**src/rtl/cu_seq_pkg.sv**
```systemverilog
// Shared constants for the computational-unit sequencer: FSM state codes,
// opcode masks/values, data-bus source codes and register-enable bit indices.
package cu_seq_pkg;

    // FSM state codes
    localparam logic [2:0] ST_RST       = 3'd0;
    localparam logic [2:0] ST_FETCH     = 3'd1;
    localparam logic [2:0] ST_EXEC      = 3'd2;
    localparam logic [2:0] ST_FETCH_TGT = 3'd3;
    localparam logic [2:0] ST_HALT      = 3'd4;

    // Opcode classes: (ir & MASK) == VAL selects the class
    localparam logic [7:0] OP_LOAD_MASK = 8'h80;
    localparam logic [7:0] OP_LOAD_VAL  = 8'h00;
    localparam logic [7:0] OP_MOVE_MASK = 8'hC0;
    localparam logic [7:0] OP_MOVE_VAL  = 8'h80;
    localparam logic [7:0] OP_ALU_MASK  = 8'hE0;
    localparam logic [7:0] OP_ALU_VAL   = 8'hC0;

    // Full-byte control opcodes
    localparam logic [7:0] OP_JMP  = 8'hE0;
    localparam logic [7:0] OP_JNZ  = 8'hE1;
    localparam logic [7:0] OP_JZ   = 8'hE2;
    localparam logic [7:0] OP_HALT = 8'hFF;

    // Jump condition codes carried from decode to the take logic
    localparam logic [1:0] JC_ALWAYS = 2'd0;
    localparam logic [1:0] JC_NZ     = 2'd1;
    localparam logic [1:0] JC_Z      = 2'd2;

    // CU data_bus source codes
    localparam logic [3:0] SRC_X0 = 4'd0;
    localparam logic [3:0] SRC_X1 = 4'd1;
    localparam logic [3:0] SRC_Y0 = 4'd2;
    localparam logic [3:0] SRC_Y1 = 4'd3;
    localparam logic [3:0] SRC_R  = 4'd4;
    localparam logic [3:0] SRC_M  = 4'd5;
    localparam logic [3:0] SRC_I  = 4'd6;
    localparam logic [3:0] SRC_DM = 4'd7;
    localparam logic [3:0] SRC_PM = 4'd8;

    // Destination field codes that need special handling
    localparam logic [2:0] DEST_I  = 3'd6;
    localparam logic [2:0] DEST_DM = 3'd7;

    // reg_en bit indices
    localparam int REG_X0 = 0;
    localparam int REG_X1 = 1;
    localparam int REG_Y0 = 2;
    localparam int REG_Y1 = 3;
    localparam int REG_R  = 4;
    localparam int REG_M  = 5;
    localparam int REG_I  = 6;
    localparam int REG_DM = 7;
    localparam int REG_O  = 8;

    // Map a 3-bit destination field onto its one-hot register enable
    function automatic logic [8:0] dest_enable(input logic [2:0] dest);
        logic [8:0] en;
        en = '0;
        case (dest)
            3'd0:    en[REG_X0] = 1'b1;
            3'd1:    en[REG_X1] = 1'b1;
            3'd2:    en[REG_Y0] = 1'b1;
            3'd3:    en[REG_Y1] = 1'b1;
            3'd4:    en[REG_O]  = 1'b1;
            3'd5:    en[REG_M]  = 1'b1;
            3'd6:    en[REG_I]  = 1'b1;
            default: en[REG_DM] = 1'b1;
        endcase
        return en;
    endfunction

endpackage

```
**src/rtl/cu_sequencer_decode.sv**
```systemverilog
// Purely combinational instruction decoder. Produces the raw CU control set
// for the instruction in ir; the sequencer gates these with the EXEC state.
module cu_instr_decode
    import cu_seq_pkg::*;
(
    input  logic [7:0] ir,
    output logic [3:0] source_sel,
    output logic [8:0] reg_en,
    output logic       i_sel,
    output logic       x_sel,
    output logic       y_sel,
    output logic       nibble_en,
    output logic       is_jump,
    output logic [1:0] jcond,
    output logic       is_halt
);

    logic [2:0] move_dest;
    logic [2:0] move_src;

    assign move_dest = ir[5:3];
    assign move_src  = ir[2:0];

    // Classify the opcode and build its control word; unlisted 111x codes stay all-zero NOPs
    always_comb begin
        source_sel = SRC_X0;
        reg_en     = '0;
        i_sel      = 1'b0;
        x_sel      = 1'b0;
        y_sel      = 1'b0;
        nibble_en  = 1'b0;
        is_jump    = 1'b0;
        jcond      = JC_ALWAYS;
        is_halt    = 1'b0;

        if ((ir & OP_LOAD_MASK) == OP_LOAD_VAL) begin
            source_sel = SRC_PM;
            reg_en     = dest_enable(ir[6:4]);
            nibble_en  = 1'b1;
        end else if ((ir & OP_MOVE_MASK) == OP_MOVE_VAL) begin
            source_sel = {1'b0, move_src};
            reg_en     = dest_enable(move_dest);
            // A dm access post-increments i, unless i itself is the destination
            if (move_dest != DEST_I &&
                ({1'b0, move_src} == SRC_DM || move_dest == DEST_DM)) begin
                reg_en[REG_I] = 1'b1;
                i_sel         = 1'b1;
            end
        end else if ((ir & OP_ALU_MASK) == OP_ALU_VAL) begin
            x_sel         = ir[4];
            y_sel         = ir[3];
            reg_en[REG_R] = 1'b1;
            nibble_en     = 1'b1;
        end else if (ir == OP_JMP) begin
            is_jump = 1'b1;
            jcond   = JC_ALWAYS;
        end else if (ir == OP_JNZ) begin
            is_jump = 1'b1;
            jcond   = JC_NZ;
        end else if (ir == OP_JZ) begin
            is_jump = 1'b1;
            jcond   = JC_Z;
        end else if (ir == OP_HALT) begin
            is_halt = 1'b1;
        end
    end

endmodule

```
**src/rtl/cu_sequencer.sv**
```systemverilog
// Fetch/decode/execute sequencer for the computational unit. Owns pc, ir,
// the latched jump decision and the FSM; CU controls are live only in EXEC.
module cu_sequencer
    import cu_seq_pkg::*;
#(
    parameter int          PC_W     = 8,
    parameter int unsigned RESET_PC = 0
) (
    input  logic            clk,
    input  logic            reset_n,
    input  logic [7:0]      pm_data,
    input  logic            pm_valid,
    input  logic            r_eq_0,
    output logic            pm_req,
    output logic [PC_W-1:0] pm_addr,
    output logic            sync_reset,
    output logic [3:0]      source_sel,
    output logic [8:0]      reg_en,
    output logic            i_sel,
    output logic            x_sel,
    output logic            y_sel,
    output logic [3:0]      ir_nibble,
    output logic            halted
);

    logic [2:0]      state;
    logic [PC_W-1:0] pc;
    logic [7:0]      ir;
    logic            take;
    logic            jump_take;
    logic            in_exec;

    logic [3:0]      dec_source_sel;
    logic [8:0]      dec_reg_en;
    logic            dec_i_sel;
    logic            dec_x_sel;
    logic            dec_y_sel;
    logic            dec_nibble_en;
    logic            dec_is_jump;
    logic [1:0]      dec_jcond;
    logic            dec_is_halt;

    // Zero-extend or truncate an 8-bit jump target to the pc width
    function automatic logic [PC_W-1:0] target_of(input logic [7:0] data);
        logic [PC_W-1:0] t;
        t = '0;
        for (int k = 0; k < PC_W && k < 8; k++) begin
            t[k] = data[k];
        end
        return t;
    endfunction

    cu_instr_decode u_decode (
        .ir         (ir),
        .source_sel (dec_source_sel),
        .reg_en     (dec_reg_en),
        .i_sel      (dec_i_sel),
        .x_sel      (dec_x_sel),
        .y_sel      (dec_y_sel),
        .nibble_en  (dec_nibble_en),
        .is_jump    (dec_is_jump),
        .jcond      (dec_jcond),
        .is_halt    (dec_is_halt)
    );

    // Evaluate the branch condition against the CU zero flag seen during EXEC
    always_comb begin
        jump_take = 1'b0;
        case (dec_jcond)
            JC_ALWAYS: jump_take = 1'b1;
            JC_NZ:     jump_take = ~r_eq_0;
            JC_Z:      jump_take = r_eq_0;
            default:   jump_take = 1'b0;
        endcase
    end

    // Sequencer FSM plus pc/ir/take registers; reset aborts any fetch in flight
    always_ff @(posedge clk or negedge reset_n) begin
        if (!reset_n) begin
            state <= ST_RST;
            pc    <= PC_W'(RESET_PC);
            ir    <= 8'h00;
            take  <= 1'b0;
        end else begin
            case (state)
                ST_RST: begin
                    state <= ST_FETCH;
                end
                ST_FETCH: begin
                    if (pm_valid) begin
                        ir    <= pm_data;
                        pc    <= pc + PC_W'(1);
                        state <= ST_EXEC;
                    end
                end
                ST_EXEC: begin
                    if (dec_is_halt) begin
                        state <= ST_HALT;
                    end else if (dec_is_jump) begin
                        take  <= jump_take;
                        state <= ST_FETCH_TGT;
                    end else begin
                        state <= ST_FETCH;
                    end
                end
                ST_FETCH_TGT: begin
                    if (pm_valid) begin
                        pc    <= take ? target_of(pm_data) : pc + PC_W'(1);
                        state <= ST_FETCH;
                    end
                end
                ST_HALT: begin
                    state <= ST_HALT;
                end
                default: begin
                    state <= ST_RST;
                end
            endcase
        end
    end

    assign in_exec = (state == ST_EXEC);

    // Drive outputs from state; decoded controls only escape during EXEC
    always_comb begin
        pm_req     = (state == ST_FETCH) || (state == ST_FETCH_TGT);
        pm_addr    = pc;
        sync_reset = (state == ST_RST);
        halted     = (state == ST_HALT);
        source_sel = in_exec ? dec_source_sel : 4'd0;
        reg_en     = in_exec ? dec_reg_en : 9'd0;
        i_sel      = in_exec & dec_i_sel;
        x_sel      = in_exec & dec_x_sel;
        y_sel      = in_exec & dec_y_sel;
        ir_nibble  = (in_exec && dec_nibble_en) ? ir[3:0] : 4'd0;
    end

endmodule

```
**config.mk**
```make
export PLATFORM = sky130hd
export DESIGN_NAME = cu_sequencer
export DESIGN_NICKNAME = d
export VERILOG_FILES = /design/src/rtl/cu_seq_pkg.sv /design/src/rtl/cu_sequencer_decode.sv /design/src/rtl/cu_sequencer.sv
export SDC_FILE = /design/constraint.sdc
export NUM_CORES = 1
export LEC_CHECK = 0
export CAP_MARGIN = 20
export CORE_UTILIZATION = 40
export CTS_BUF_LIST = sky130_fd_sc_hd__clkbuf_8
export CTS_CLUSTER_DIAMETER = 30
export CTS_CLUSTER_SIZE = 30
export DETAILED_ROUTE_END_ITERATION = 16
export GPL_TIMING_DRIVEN = 0
export PLACE_DENSITY_LB_ADDON = 0.2
export SYNTH_ARGS = -nofsm -noshare
export SYNTH_HDL_FRONTEND = slang
export SYNTH_SLANG_ARGS = --single-unit
```
**constraint.sdc**
```tcl
create_clock -name clk -period 2.4 [get_ports clk]
set_clock_uncertainty 0.05 [all_clocks]
set_input_delay 0.48 -clock clk [delete_from_list [all_inputs] [get_ports clk]]
set_output_delay 0.48 -clock clk [all_outputs]
set_load 0.02 [all_outputs]
```
== Word level (Yosys, flattened, before mapping) ==
Index checks and enable logic that the tools add are counted.

* Register bits: 20
* Latch bits: 0
* RAM bits: 0
* ROM bits: 0
* Bits of input ports: 12
* Logic and storage cells: 121
* Memories kept: 0

* Add/sub/neg operators: 1
* Multiply operators: 0
* Div/mod/pow operators: 0
* $lt $le $gt $ge: 0
* Equality and inequality tests: 29
* Shifts and indexed selects: 0
* Mux-type cells: 66
* Bitwise operators: 5
* Reduce and logical (&&, ||, !) cells: 16

{| class="wikitable"
|+ Operator list
! kind !! number
|-
| 1-bit 2-to-1 mux || 42
|-
| 8-bit == test (second input constant) || 4
|-
| 3-bit == test (second input constant) || 10
|-
| 8-bit 2-to-1 mux || 3
|-
| 4-bit 2-to-1 mux || 5
|-
| 3-bit by 2-bit == test with 1-bit output (second input constant) || 6
|-
| 9-bit 2-to-1 mux || 2
|-
| 8-bit case mux with 2 select lines || 1
|-
| 3-bit case mux with 5 select lines || 1
|-
| 2-bit 2-to-1 mux || 7
|-
| 7-bit OR reduction || 2
|-
| 3-bit 2-to-1 mux || 4
|-
| 3-bit by 1-bit == test with 1-bit output (second input constant) || 3
|-
| 3-bit zero test || 3
|-
| 8-bit by 1-bit adder with 8-bit output (second input constant) || 1
|-
| 8-bit zero test || 1
|-
| 3-bit AND reduction || 2
|-
| 2-bit == test (second input constant) || 2
|-
| 2-bit inequality test (second input constant) || 2
|-
| 2-bit AND reduction || 2
|-
| 1-bit AND || 3
|-
| 3-bit inequality test (second input constant) || 1
|-
| 1-bit case mux with 3 select lines || 1
|-
| 2-bit by 1-bit == test with 1-bit output (second input constant) || 1
|-
| other kinds (5) || 8
|}

== Longest topological paths before layout ==
* Depth after elaboration: 10
* Depth in mapped cells: 6
* Gate-level depth less buffers: 5

== Cells and area by module ==
Synthesis repeated with hierarchy kept, for this count alone.

* Cell total of the unflattened synthesis: 171
* Area total of the unflattened synthesis: 1486.4 um2

{| class="wikitable"
|+ By module, submodules not included
! module !! times used !! cells an instance !! area an instance (um2) !! seq. area each (um2)
|-
| cu_sequencer || 1 || 123 || 1188.6 || 500.5
|-
| cu_instr_decode || 1 || 48 || 297.8 || 0.0
|}

== Worst setup path before layout ==
Ideal clock, no wire load.

* Kind: register -> output
* Start: register state[0]
* End: output x_sel
* Arrival: 1.779 ns
* Required time: 1.870 ns
* Slack: 0.091 ns
* Stages on the path, launching flop included: 5
* Buffers on the path: 1
* Cell sequence: dfrtp_1 -> buf_2 -> or3b_4 -> nor3_1 -> and2_1

* Cells in the longest elaborated chain, start to end: 2

{| class="wikitable"
|+ RTL lines
! element !! line !! text
|-
| from (decl) || cu_sequencer.sv:26 || <nowiki>logic [2:0] state;</nowiki>
|-
| from (signal assigned) || cu_sequencer.sv:80 || <nowiki>state <= ST_RST;</nowiki>
|-
| from (signal assigned) || cu_sequencer.sv:87 || <nowiki>state <= ST_FETCH;</nowiki>
|-
| from (signal assigned) || cu_sequencer.sv:93 || <nowiki>state <= ST_EXEC;</nowiki>
|-
| 3-bit by 2-bit == test with 1-bit output || cu_sequencer.sv:122 || <nowiki>assign in_exec = (state == ST_EXEC);</nowiki>
|-
| 1-bit AND || cu_sequencer.sv:133 || <nowiki>x_sel = in_exec & dec_x_sel;</nowiki>
|-
| to (decl) || cu_sequencer.sv:20 || <nowiki>output logic x_sel,</nowiki>
|}

Every way passes these cells.

== Final worst setup path ==
* Start: register state[2]
* End: output y_sel

* Cells in the longest elaborated chain, start to end: 2

{| class="wikitable"
|+ RTL lines
! element !! line !! text
|-
| 3-bit by 2-bit == test with 1-bit output || cu_sequencer.sv:122 ||
|-
| 1-bit AND || cu_sequencer.sv:134 || <nowiki>y_sel = in_exec & dec_y_sel;</nowiki>
|-
| to (decl) || cu_sequencer.sv:21 || <nowiki>output logic y_sel,</nowiki>
|}

Every way passes these cells.

==> results.md <==
- Status: finished, final reports clean
- Max Cap Violations: 0
- Biggest cell delay along the critical path: 0.47 ns
- Post-Syn Area: 0.001296 sq mm
- Compound-gate portion of the synthesized area: 18.44%
- Required time of the worst setup path: 1.87 ns
- R2r startpoint: state[2]$_DFFE_PN0P_
- Worst skew pair latency: 0.27 ns
- Clk pin slew, worst setup/hold paths: 0.08 ns
- Most common cell after layout, fill and taps aside: clkdlybuf4s50_1
- Critical Path Start Type: flop
- Worst IR drop on VDD: 0.7235 mV
- Yosys reg bits: 20
- Gate Count Post-Synth: 152
- Initial core utilization: 42.46%
- Crit Reg-Reg Endpoint: take$_DFFE_PN0P_
- Worst setup margin: 0.08176 ns
- Initial antenna violation count: 0
- Syn Nets: 165
- Vias in the first global route: 1225
- Syn_area_per_cell: 8.528 sq um
- H-tree depth: 1
- Clock Sinks: 20
- DRT Pass-1 Iters: 4
- Critical Path Slowest Stage Cell: or3b_4
- # port buffers: 42
- TritonCTS clock tree: done
- Max Buffers Root-to-Sink: 2
- Overall Power: 0.002234 W
- Cell count of the worst reg-to-reg path: 4
- Final min period: 2.318 ns
- Worst Hold Depth: 1
- Post-synthesis xor/xnor area fraction: 0.6757%
- Vias per inst: 5.488
- Least-Margin Pin Slew: 0.8968 ns
- Seq/Total Area, Yosys: 38.61%
- Endpoints failing setup: 0
- DR iter-0 viols: 26
- Static Leak: 0.7869 nW
- Row count: 20
- Die Ht: 58.93 um
- Total GRT Usage: 21.68%
- Yosys warns: 0
- Min-Delay Startpoint: pm_addr[7]$_DFFE_PN0P_
- WS Path Type: flop to primary output
- Drt drc: 0
- Die area: 0.003472 sq mm
- PwrDens: 1208 mW/mm^2
- Mux contribution to synthesized area: 8.398%
- Final Hold Viols: 0
- Area grow syn2layout: 42.66%
- Crit path capture type: primary output
- Placer Congestion: 0.8739
- Critical path peak fanout: 8
- Routed Antenna Nets: 0
- Worst-path cell chain: or3b_4, nor3_4, and2_1, clkdlybuf4s15_2
- Relative slew slack: 40.03%
- Asr flop ratio synth: 100.0%
- Diodes inserted: 0
- Most frequent cells in the layout: 22 x clkdlybuf4s50_1, 18 x dfrtp_1, 14 x nor2_1
- Via count: 1317
- Cell variety after synth: 40
- Dpl hpwl: 2442 um
- Area post-placement: 0.001772 sq mm
- Total Wirelength: 3455 um
- Routed len/inst: 14.40 um
- Total global routing overflow: 0
- Final Slew Violations: 0
- WP data arrival: 1.79 ns
- Final net count: 210
- Part of the cycle the worst path needs: 96.59%
- CORE AREA: 0.003053 sq mm
- Largest family of logic cells by synthesized area: simple AND/OR/NAND/NOR gates
- Hold endpoint: pm_addr[7]$_DFFE_PN0P_
- Hold WC Path Type: flop to flop
- Layout cells sized above 1: 20.92%
- Die W: 58.93 um
- Design area: 0.001849 sq mm
- Pre-CTS WS: -0.3286 ns
- IO Count: 43
- Largest net degree at the start of global routing: 21
- FMAX: 431.4 MHz
- Flop2flop setup slack: 0.16 ns
- Synth Area in Adders: 0.9653%
- RSZ-0062 raised after global routing: false
- Global-route wire length before repair: 5637 um
- Post-synthesis simple-gate area fraction: 28.19%
- EDFF count, synth: 0
- CTS root buf: clkbuf_8
- Number of buffers created by CTS: 3
- Dominant synthesized flop cell: dfrtp_1
==> kinds of logic after synthesis <==
logic type               count (synthesis)
AO/OA/AOI/OAI                           36
XOR/XNOR                                 1
buffers and inverters                   15
multiplexers                            10
AND/OR/NAND/NOR                         69
adder cells (fa/ha/maj)                  1
flip-flops                              20
==> state kept, by name (all words and copies together), names as in the netlist <==
| register | flops |
|---|---|
| pm_addr | 8 |
| state | 3 |
| ir | 8 |
| take | 1 |
==> metal layers <==
metal,up-vias,track usage (%),wire length [um]
met2,44,37.50,1730
met5,-,0,0
met4,0,12.24,90
met1,629,25.66,1476
li1,636,-,-
met3,8,3.077,157
==> synthesized netlist by cell type (2+ instances only) <==
cell type,number,area share (%)
mux2_2,6,5.2
nand2_1,12,3.5
nand3_1,5,1.9
and3_1,3,1.4
a21oi_1,12,4.6
a2bb2oi_1,2,1.4
o21ai_0,6,2.3
o21a_1,2,1.2
a32oi_1,2,1.4
o22ai_1,3,1.4
nor2_1,16,4.6
nand2b_1,6,2.9
clkbuf_1,7,2.0
inv_1,6,1.7
and2_1,10,4.8
mux2i_1,3,2.3
a31oi_1,2,0.97
nor3_1,8,3.1
dfrtp_1,20,39
==> final cells by class <==
class / count / area [sq um]
timing repair buffer: 44 / 376.6
sequential: 20 / 503.0
tap: 44 / 55.05
inverter: 6 / 22.52
clock buffer: 3 / 41.29
buffer: 5 / 37.54
clock inverter: 1 / 30.03
fill: 302 / 1204
multi-input combinational: 117 / 783.3
==> per-stage QoR <==
step           util (%)  cells  hold WS [ns]  setup TNS [ns]
3_5_place_dp      58.03    238        0.4506          -3.886
2_1_floorplan         -    152        0.1344               0
4_1_cts           59.67    241        0.4743               0
6_report          60.57    240        0.4694               0
3_3_place_gp      58.03    238        0.4595          -2.847
5_1_grt           60.57    240        0.5060               0
==> timing repair <==
action / in CTS / in global routing
pin swaps: 0 / 1
buffers inserted: 0 / 2
setup endpoints to repair: 20 / 18
hold buffers: 0 / 0
gates resized for setup: 79 / 13
==> critical path: cells and delay by family, from the launching register on <==
| kind | cells | cell delay, ns |
|---|---|---|
| flops | 1 | 0.46 |
| buf+inv | 1 | 0.25 |
| simple gates | 3 | 0.80 |
==> where the power goes <==
part,switching [W],internal (W),total [W]
Clock,0.000122,0.000223,0.000345
Combinational,0.000624,0.000539,0.00116
Sequential,0.000237,0.000489,0.000726
Total,0.000983,0.00125,0.00223
==> how the worst max path moves through the flow <==
stage	from	endpoint	slack, ns	cells past startpoint
global route	state[1]$_DFFE_PN0P_	ir_nibble[1]	0.002	6
CTS	state[0]$_DFFE_PN0P_	x_sel	0.003	5
global placement	state[0]$_DFFE_PN0P_	ir_nibble[0]	-0.26	6
detailed placement	state[0]$_DFFE_PN0P_	ir_nibble[3]	-0.33	6
floorplan	state[0]$_DFFE_PN0P_	x_sel	0.09	4
finish	state[2]$_DFFE_PN0P_	y_sel	0.08	4
No activity file was read; power rests on OpenSTA's default activity.
